$ cat config.mk
export PLATFORM = sky130hd
export DESIGN_NAME = mem_port_arbiter_flat
export DESIGN_NICKNAME = d
export VERILOG_FILES = /design/src/rtl/mem_port_arbiter_if.sv /design/src/rtl/mem_port_arbiter.sv /design/src/flat_wrapper.sv
export SDC_FILE = /design/constraint.sdc
export NUM_CORES = 1
export LEC_CHECK = 0
export ABC_AREA = 0
export BUFFER_PORTS_ARGS = -buffer_cell sky130_fd_sc_hd__buf_2
export CORE_AREA = 2 2 100 102
export DETAILED_ROUTE_END_ITERATION = 16
export DIE_AREA = 0 0 102 104
export HOLD_SLACK_MARGIN = 0.06
export PLACE_DENSITY = 0.58
export RECOVER_POWER = 50
export SYNTH_ARGS = -nofsm -noshare
export SYNTH_HDL_FRONTEND = slang
export SYNTH_SLANG_ARGS = --single-unit
$ cat constraint.sdc
create_clock -name clk -period 2.2 [get_ports clk]
set_input_delay 0.44 -clock clk [delete_from_list [all_inputs] [get_ports clk]]
set_output_delay 0.44 -clock clk [all_outputs]
set_load 0.01 [all_outputs]
$ cat src/rtl/mem_port_arbiter_if.sv
// Bus bundle between the fetch unit, the Execute load/store unit, the
// arbiter and the unified single-port RAM. The arbiter uses the slave view.
// The master view is the combined core-plus-RAM side that surrounds it.
interface mem_port_arbiter_if #(
  parameter int ADDR_W = 12
);
  // instruction fetch side
  logic              if_req;
  logic [31:0]       if_addr;
  logic              if_flush;
  logic              if_gnt;
  logic              if_rvalid;
  logic [31:0]       if_rdata;

  // Execute load/store side
  logic [3:0]        d_rden;
  logic              d_rden_sext;
  logic [3:0]        d_wren;
  logic [31:0]       d_addr;
  logic [31:0]       d_wdata;
  logic              d_gnt;
  logic              d_rvalid;
  logic [31:0]       d_rdata;

  // RAM side
  logic              mem_en;
  logic [3:0]        mem_we;
  logic [ADDR_W-1:0] mem_addr;
  logic [31:0]       mem_wdata;
  logic [31:0]       mem_rdata;

  modport slave (
    input  if_req, if_addr, if_flush,
    output if_gnt, if_rvalid, if_rdata,
    input  d_rden, d_rden_sext, d_wren, d_addr, d_wdata,
    output d_gnt, d_rvalid, d_rdata,
    output mem_en, mem_we, mem_addr, mem_wdata,
    input  mem_rdata
  );

  modport master (
    output if_req, if_addr, if_flush,
    input  if_gnt, if_rvalid, if_rdata,
    output d_rden, d_rden_sext, d_wren, d_addr, d_wdata,
    input  d_gnt, d_rvalid, d_rdata,
    input  mem_en, mem_we, mem_addr, mem_wdata,
    output mem_rdata
  );
endinterface

$ cat src/rtl/mem_port_arbiter.sv
// Shares one single-port synchronous RAM (1-cycle read latency) between
// instruction fetch and the Execute load/store port. Data wins each cycle
// unless fetch has been denied STARVE_LIMIT cycles in a row. Store bytes are
// replicated onto their lanes; load data is aligned and sign/zero-extended on
// the way back. ADDR_W must be at most 29 so that byte-address bits above the
// word address exist.
//
// state      | meaning
// starve_cnt | consecutive cycles a pending fetch was denied (saturates at 15)
// inflight_if| a fetch read was issued last cycle; its data is on mem_rdata now
// inflight_d | a load read was issued last cycle; its data is on mem_rdata now
// rden/sext  | lane enables and extension mode of the most recently issued load
module mem_port_arbiter #(
  parameter int ADDR_W       = 12,
  parameter int STARVE_LIMIT = 4
) (
  input  logic                 clk,
  input  logic                 rst_n,
  mem_port_arbiter_if.slave    bus
);

  localparam logic [3:0] STARVE_LIM = 4'(STARVE_LIMIT);

  logic [3:0]  starve_cnt_q, starve_cnt_d;
  logic        inflight_if_q, inflight_if_d;
  logic        inflight_d_q, inflight_d_d;
  logic [3:0]  rden_q, rden_d;
  logic        sext_q, sext_d;

  logic        d_store;
  logic        d_load;
  logic        d_req;
  logic        if_win;
  logic        d_win;
  logic [31:0] wdata_steer;
  logic [31:0] load_word;

  // Only the word-address slice of either byte address reaches the RAM.
  logic        unused_addr_bits;
  assign unused_addr_bits = ^{bus.if_addr[31:ADDR_W+2], bus.if_addr[1:0],
                              bus.d_addr[31:ADDR_W+2], bus.d_addr[1:0]};

  // Request decode and per-cycle grant; a store overrides a simultaneous load.
  always_comb begin
    d_store = |bus.d_wren;
    d_load  = ~d_store & (|bus.d_rden);
    d_req   = d_store | d_load;
    if_win  = bus.if_req & (~d_req | (starve_cnt_q == STARVE_LIM));
    d_win   = d_req & ~if_win;
  end

  // Replicate narrow store data onto every lane so the byte enables pick it up.
  always_comb begin
    wdata_steer = bus.d_wdata;
    case (bus.d_wren)
      4'b0011, 4'b1100:                   wdata_steer = {2{bus.d_wdata[15:0]}};
      4'b0001, 4'b0010, 4'b0100, 4'b1000: wdata_steer = {4{bus.d_wdata[7:0]}};
      default:                            wdata_steer = bus.d_wdata;
    endcase
  end

  // Align the returning word according to the lanes captured at load issue.
  always_comb begin
    load_word = bus.mem_rdata;
    case (rden_q)
      4'b1111: load_word = bus.mem_rdata;
      4'b0011: load_word = {{16{sext_q & bus.mem_rdata[15]}}, bus.mem_rdata[15:0]};
      4'b1100: load_word = {{16{sext_q & bus.mem_rdata[31]}}, bus.mem_rdata[31:16]};
      4'b0001: load_word = {{24{sext_q & bus.mem_rdata[7]}},  bus.mem_rdata[7:0]};
      4'b0010: load_word = {{24{sext_q & bus.mem_rdata[15]}}, bus.mem_rdata[15:8]};
      4'b0100: load_word = {{24{sext_q & bus.mem_rdata[23]}}, bus.mem_rdata[23:16]};
      4'b1000: load_word = {{24{sext_q & bus.mem_rdata[31]}}, bus.mem_rdata[31:24]};
      default: load_word = bus.mem_rdata;
    endcase
  end

  // Next-state: starvation counter, response tracking, load format capture.
  always_comb begin
    starve_cnt_d  = starve_cnt_q;
    inflight_if_d = if_win;
    inflight_d_d  = d_win & d_load;
    rden_d        = rden_q;
    sext_d        = sext_q;

    if (!bus.if_req || if_win) begin
      starve_cnt_d = 4'd0;
    end else if (starve_cnt_q != 4'hF) begin
      starve_cnt_d = starve_cnt_q + 4'd1;
    end

    if (d_win && d_load) begin
      rden_d = bus.d_rden;
      sext_d = bus.d_rden_sext;
    end
  end

  // State registers; reset also drops any response still in flight.
  always_ff @(posedge clk or negedge rst_n) begin
    if (!rst_n) begin
      starve_cnt_q  <= 4'd0;
      inflight_if_q <= 1'b0;
      inflight_d_q  <= 1'b0;
      rden_q        <= 4'd0;
      sext_q        <= 1'b0;
    end else begin
      starve_cnt_q  <= starve_cnt_d;
      inflight_if_q <= inflight_if_d;
      inflight_d_q  <= inflight_d_d;
      rden_q        <= rden_d;
      sext_q        <= sext_d;
    end
  end

  // Drive grants, RAM issue and responses; everything is held at 0 in reset.
  always_comb begin
    bus.if_gnt    = 1'b0;
    bus.d_gnt     = 1'b0;
    bus.mem_en    = 1'b0;
    bus.mem_we    = 4'd0;
    bus.mem_addr  = '0;
    bus.mem_wdata = 32'd0;
    bus.if_rvalid = 1'b0;
    bus.if_rdata  = 32'd0;
    bus.d_rvalid  = 1'b0;
    bus.d_rdata   = 32'd0;

    if (rst_n) begin
      bus.if_gnt = if_win;
      bus.d_gnt  = d_win;
      bus.mem_en = if_win | d_win;

      if (if_win) begin
        bus.mem_addr = bus.if_addr[ADDR_W+1:2];
      end else if (d_win) begin
        bus.mem_addr = bus.d_addr[ADDR_W+1:2];
      end

      if (d_win && d_store) begin
        bus.mem_we    = bus.d_wren;
        bus.mem_wdata = wdata_steer;
      end

      // A redirect discards only the returning fetch word, never a new grant.
      bus.if_rvalid = inflight_if_q & ~bus.if_flush;
      bus.if_rdata  = bus.mem_rdata;
      bus.d_rvalid  = inflight_d_q;
      bus.d_rdata   = load_word;
    end
  end

endmodule

$ cat src/flat_wrapper.sv
// flat-port wrapper written by rule: the top's interface ports become plain ports
module mem_port_arbiter_flat 
#(
  parameter int ADDR_W       = 12,
  parameter int STARVE_LIMIT = 4
)
  (clk, rst_n, bus_if_req, bus_if_addr, bus_if_flush, bus_if_gnt, bus_if_rvalid, bus_if_rdata, bus_d_rden, bus_d_rden_sext, bus_d_wren, bus_d_addr, bus_d_wdata, bus_d_gnt, bus_d_rvalid, bus_d_rdata, bus_mem_en, bus_mem_we, bus_mem_addr, bus_mem_wdata, bus_mem_rdata);
  mem_port_arbiter_if #(.ADDR_W(ADDR_W)) bus_i ();
  input  logic clk;
  input  logic rst_n;
  input wire logic [$bits(bus_i.if_req)-1:0] bus_if_req;
  input wire logic [$bits(bus_i.if_addr)-1:0] bus_if_addr;
  input wire logic [$bits(bus_i.if_flush)-1:0] bus_if_flush;
  output wire logic [$bits(bus_i.if_gnt)-1:0] bus_if_gnt;
  output wire logic [$bits(bus_i.if_rvalid)-1:0] bus_if_rvalid;
  output wire logic [$bits(bus_i.if_rdata)-1:0] bus_if_rdata;
  input wire logic [$bits(bus_i.d_rden)-1:0] bus_d_rden;
  input wire logic [$bits(bus_i.d_rden_sext)-1:0] bus_d_rden_sext;
  input wire logic [$bits(bus_i.d_wren)-1:0] bus_d_wren;
  input wire logic [$bits(bus_i.d_addr)-1:0] bus_d_addr;
  input wire logic [$bits(bus_i.d_wdata)-1:0] bus_d_wdata;
  output wire logic [$bits(bus_i.d_gnt)-1:0] bus_d_gnt;
  output wire logic [$bits(bus_i.d_rvalid)-1:0] bus_d_rvalid;
  output wire logic [$bits(bus_i.d_rdata)-1:0] bus_d_rdata;
  output wire logic [$bits(bus_i.mem_en)-1:0] bus_mem_en;
  output wire logic [$bits(bus_i.mem_we)-1:0] bus_mem_we;
  output wire logic [$bits(bus_i.mem_addr)-1:0] bus_mem_addr;
  output wire logic [$bits(bus_i.mem_wdata)-1:0] bus_mem_wdata;
  input wire logic [$bits(bus_i.mem_rdata)-1:0] bus_mem_rdata;
  assign bus_i.if_req = bus_if_req;
  assign bus_i.if_addr = bus_if_addr;
  assign bus_i.if_flush = bus_if_flush;
  assign bus_if_gnt = bus_i.if_gnt;
  assign bus_if_rvalid = bus_i.if_rvalid;
  assign bus_if_rdata = bus_i.if_rdata;
  assign bus_i.d_rden = bus_d_rden;
  assign bus_i.d_rden_sext = bus_d_rden_sext;
  assign bus_i.d_wren = bus_d_wren;
  assign bus_i.d_addr = bus_d_addr;
  assign bus_i.d_wdata = bus_d_wdata;
  assign bus_d_gnt = bus_i.d_gnt;
  assign bus_d_rvalid = bus_i.d_rvalid;
  assign bus_d_rdata = bus_i.d_rdata;
  assign bus_mem_en = bus_i.mem_en;
  assign bus_mem_we = bus_i.mem_we;
  assign bus_mem_addr = bus_i.mem_addr;
  assign bus_mem_wdata = bus_i.mem_wdata;
  assign bus_i.mem_rdata = bus_mem_rdata;
  mem_port_arbiter #(.ADDR_W(ADDR_W), .STARVE_LIMIT(STARVE_LIMIT)) u_core (.clk(clk), .rst_n(rst_n), .bus(bus_i));
endmodule
# --- After elaboration in Yosys (flattened, before gate mapping) ---
# Index checks and enable logic that the tools add are counted.
word_totals:
  ff_bits: 11
  inputBits: 141
  output_inout_bits: 117
  elab_cells: 63
classes:
  n_reduce_logical: 9
  bitwise_logic: 16
  mux: 18
  n_eq_ne: 14
  add_sub_neg: 1
ops:
  columns: ["op", "n"]
  rows:
  - ["one-hot mux 32 bit (6 select lines)", 1]
  - ["2-to-1 mux 32 bit", 4]
  - ["one-hot mux 32 bit (2 select lines)", 1]
  - ["2-to-1 mux 12 bit", 3]
  - ["equality test 4 x 2 -> 1 bit (second input constant)", 4]
  - ["equality test 4 bit (second input constant)", 4]
  - ["2-to-1 mux 4 bit", 4]
  - ["equality test 4 x 3 -> 1 bit (second input constant)", 3]
  - ["OR reduction 4 bit", 3]
  - ["AND 1 bit", 9]
  - ["equality test 4 x 1 -> 1 bit (second input constant)", 2]
  - ["2-to-1 mux 1 bit", 5]
  - ["adder 4 x 1 -> 4 bit (second input constant)", 1]
  - ["!= test 4 bit (second input constant)", 1]
  - ["NOT 1 bit", 4]
  - ["bitwise OR 1 bit", 3]
  - ["logical AND 1 bit", 2]
  - ["nonzero test 2 bit", 1]
  - ["OR reduction 2 bit", 1]
  - ["zero test 1 bit", 1]
  - ["logical OR 1 bit", 1]

# --- Depth between registers and ports, before layout ---
logic_depth:
  ltp_word: 12
  mapped_depth: 8

# --- Worst setup path before layout ---
# No wires, ideal clock.
synth_timing:
  path_kind: "register -> output"
  startpoint: "register u_core.starve_cnt_q[0]"
  endpoint: "output port bus_mem_wdata[27]"
  path_buffers: 2
  arrival_time_ns: 1.730
  setup_slack_ns: 0.030
  path_stages_with_launch: 9
  required_time_ns: 1.760
  path_cell_list: "dfrtp_1 -> inv_1 -> ha_1 -> nand4b_1 -> nand2_1 -> or2_2 -> clkbuf_1 -> buf_2 -> a211oi_1"
synth_between:
  elab_chain_cells: 8
synth_rtl:
  columns: ["item", "line", "source"]
  rows:
  - ["start, declared", "mem_port_arbiter.sv:24", "logic [3:0] starve_cnt_q, starve_cnt_d;"]
  - ["start signal, assigned", "mem_port_arbiter.sv:106", "starve_cnt_q <= starve_cnt_d;"]
  - ["equality test 4 x 3 -> 1 bit", "mem_port_arbiter.sv:48", "if_win = bus.if_req & (~d_req | (starve_cnt_q == STARVE_LIM));"]
  - ["bitwise OR 1 bit", "mem_port_arbiter.sv:48", null]
  - ["AND 1 bit", "mem_port_arbiter.sv:48", null]
  - ["NOT 1 bit", "mem_port_arbiter.sv:49", "d_win = d_req & ~if_win;"]
  - ["AND 1 bit", "mem_port_arbiter.sv:49", null]
  - ["logical AND 1 bit", "mem_port_arbiter.sv:138", "if (d_win && d_store) begin"]
  - ["2-to-1 mux 32 bit", "mem_port_arbiter.sv:138", null]
  - ["2-to-1 mux 32 bit", "mem_port_arbiter.sv:127", "if (rst_n) begin"]
  - ["end, declared", "flat_wrapper.sv:28", "output wire logic [$bits(bus_i.mem_wdata)-1:0] bus_mem_wdata;"]
# Every way passes these cells.

# --- Worst setup path after layout ---
layout_timing:
  startpoint: "register u_core.rden_q[1]"
  endpoint: "output port bus_d_rdata[7]"
layout_between:
  elab_chain_cells: 3
  word_cells_on_any_way: 8
  cone_classes: "6 x eq/ne; 2 x mux"
layout_rtl:
  columns: ["item", "line", "source"]
  rows:
  - ["start, declared", "mem_port_arbiter.sv:27", "logic [3:0] rden_q, rden_d;"]
  - ["start signal, assigned", "mem_port_arbiter.sv:109", "rden_q <= rden_d;"]
  - ["equality test 4 bit (tied with other cells)", "mem_port_arbiter.sv:65", "case (rden_q)"]
  - ["one-hot mux 32 bit (6 select lines) *", "mem_port_arbiter.sv:65", null]
  - ["2-to-1 mux 32 bit *", "mem_port_arbiter.sv:127", null]
  - ["end, declared", "flat_wrapper.sv:24", "output wire logic [$bits(bus_i.d_rdata)-1:0] bus_d_rdata;"]
# Every way passes the cells marked *; elsewhere a longest branch is shown, timed or not.

==> results.json <==
{
  "cp.arrival_ns": 1.83,
  "cts_buffers": 3,
  "postLayoutCoreUtil_pct": 46.1,
  "syn_avg_cell_area_um2": 7.25,
  "reg2reg_from": "u_core.starve_cnt_q[1]",
  "ys_seq_elements": 11,
  "critPathMaxFanout": 8,
  "fin_ws_ns": -0.0681,
  "crit_end": "bus_d_rdata[7]",
  "netlist_area_um2": 2280,
  "status": "finished with violations",
  "first_iter_violations": 215,
  "ys_types": 49,
  "r2r_end": "u_core.sext_q",
  "skew_ns": 0.00404,
  "fillCellCount": 989,
  "synth_seq_area_share_pct": 12.1,
  "hold_buffers": 0,
  "synth-simple-area-share_pct": 29.5,
  "ys_warn_count": 0,
  "relSlewSlack_pct": 78.2,
  "p_leak_nw": 2.23,
  "path_clk_slew_ns": 0.04,
  "grt_max_degree": 49,
  "dieWidth_um": 102,
  "htreeDepth": 1,
  "tightest_slew_ns": 0.324,
  "fmaxAchievable_mhz": 441,
  "finalHoldViolCount": 0,
  "grt_pass1_vias": 3168,
  "antenna_cells": 0,
  "multi_input_area_um2": 2020,
  "drive_gt1_share_pct": 60.2,
  "layout_min_cycle_time_ns": 2.27,
  "synthArstFlopShare_pct": 100,
  "required_ns": 1.76,
  "setup.worst_path.start_class": "flop",
  "yosys.area_share.adder_pct": 1.10,
  "ioPinCount": 258,
  "clockBufferDepth": 2,
  "register_area_um2": 282,
  "critical_path_class": "flop to output port",
  "max_cap_viol_count": 0,
  "root_buffer": "clkbuf_8",
  "worstSetupEndpointType": "output port",
  "gp_congestion": 0.863,
  "grt.total_usage_pct": 18.4,
  "wl_um": 10800,
  "synth_edf_count": 0,
  "irDropWorstVdd_mv": 0.211,
  "reg2reg_slack_ns": 0.14,
  "startpoint": "u_core.rden_q[1]",
  "synth_flop_cell": "dfrtp_1",
  "viasPerCell": 4.89,
  "first_pass_iters": 7,
  "dieHeight_um": 104,
  "cts_sinks": 11,
  "syn_inst": 314,
  "fp.coreArea_um2": 9550,
  "die_area_um2": 10600,
  "synth_compound_area_share_pct": 38.5,
  "synth-xor-area-share_pct": 2.64,
  "drt.antenna.violating_nets": 0,
  "synth_area_leaders": "dfrtp_1, and2_1, o21ai_0",
  "period_share_pct": 103,
  "synthMuxAreaShare_pct": 6.87,
  "yosysTopAreaCell": "dfrtp_1",
  "cts_tree": "yes",
  "clock_latency_ns": 0.23,
  "rsz0062_at_grt": "true",
  "hold_class": "input port to async pin",
  "rr_worst_depth": 11,
  "power.density_nw_per_um2": 566,
  "grt_pass1_wl_um": 16100,
  "drc_errors": 0,
  "yosys.area.top_type_share_pct": 12.1,
  "hpwl_um": 8300,
  "synth_top_family_by_area": "compound AO/OA/AOI/OAI gates",
  "violations": "setup timing",
  "num_vias": 3498,
  "mostFrequentLayoutCells": "buf_2, buf_4, and2_1, nand2_1, o21ai_0",
  "rows": 36,
  "area_growth_pct": 93.2,
  "portBuffers": 217,
  "gr-total-overflow": 0,
  "holdWs_ns": 0.150,
  "setup_viol": 30,
  "antenna_found_initial": 0,
  "final_nets": 727,
  "final_common_cell": "buf_2",
  "start_util_pct": 23.8,
  "synth_fp_nets": 457,
  "wl_per_cell_um": 15.1,
  "drv_slew": 0
}
==> sequential cells by signal, summed over array words and instances (netlist names) <==
register	flops
u_core.sext_q	1
u_core.rden_q	4
u_core.inflight_if_q	1
u_core.starve_cnt_q	4
u_core.inflight_d_q	1
==> worst min path at each step <==
| stage | to | slack [ns] | depth (start not counted) |
|---|---|---|---|
| after floorplan | u_core.inflight_d_q | 0.14 | 0 |
| after global placement | u_core.rden_q[1] | 0.44 | 2 |
| after detailed placement | u_core.rden_q[1] | 0.44 | 2 |
| after CTS | u_core.sext_q | 0.15 | 2 |
| after global routing | u_core.rden_q[1] | 0.16 | 2 |
| final | u_core.rden_q[1] | 0.15 | 2 |
==> area by class of cell <==
type / instances / share of cell area, %
flip-flops and latches: 11 / 6.40
clock buffers: 4 / 1.02
repair buffers: 293 / 41.8
multi-input cells: 262 / 45.9
inverters: 13 / 1.11
well taps: 133 / 3.78
==> stage by stage <==
stage	setup WS [ns]	cells	setup TNS [ns]	cell area [µm²]	total power [W]
6_report	-0.0681	716	-0.622	4400	0.00249
5_1_grt	-0.130	716	-5.33	4400	0.00267
4_1_cts	-0.0343	707	-0.376	4190	0.00239
3_5_place_dp	-0.0983	675	-1.16	3770	0.00190
3_3_place_gp	-0.0737	675	-0.874	3770	0.00188
2_1_floorplan	0.0301	314	0	2280	0.00124
==> synthesized netlist by cell type (8+ instances only) <==
library cell / number
o21ai_0: 27
buf_2: 14
nor2_1: 19
a21oi_1: 17
o22ai_1: 14
nand3_1: 11
o22ai_2: 10
mux2i_1: 10
and2_1: 38
dfrtp_1: 11
a32oi_1: 8
nand2_1: 29
inv_1: 12
a22o_1: 13
a211oi_1: 9
==> metal layers <==
layer	vias up	wire length (µm)	track usage (%)
met4	0	85	2.67
met3	10	564	1.41
met5	-	0	0
li1	1720	-	-
met1	1639	4520	24.6
met2	129	5620	32.7
==> worst max-delay path, stage by stage (launching register included) <==
cell,delay (ns)
dfrtp_2,0.45
buf_6,0.14
nor3b_2,0.24
buf_4,0.20
and3_1,0.16
a221oi_1,0.05
o21ai_1,0.17
buf_2,0.18
==> report_power, final <==
group	internal, W	leakage (nW)	total (W)	switching, W
sequential	0.000237	0.136	0.000293	0.0000554
clock	0.000126	0.0228	0.000192	0.0000660
combinational	0.000989	2.07	0.00200	0.00101
==> kinds of logic (layout without fill, tap and decap cells) <==
| kind of cell | Yosys count | after routing |
|---|---|---|
| compound gates | 120 | 120 |
| xor+xnor | 6 | 6 |
| fa+ha+maj | 2 | 2 |
| buf+inv | 42 | 310 |
| flops | 11 | 11 |
| mux | 15 | 15 |
| simple gates | 118 | 119 |
==> timing repair <==
item                                    in CTS  in global routing
pin swaps                                   14                 24
cloned                                       2                  0
endpoints found under the hold margin        0                  0
buffers inserted                            26                 11
endpoints found under the setup margin      78                 86
gates resized for setup                     34                 52
(Power assumes the default switching activity.)
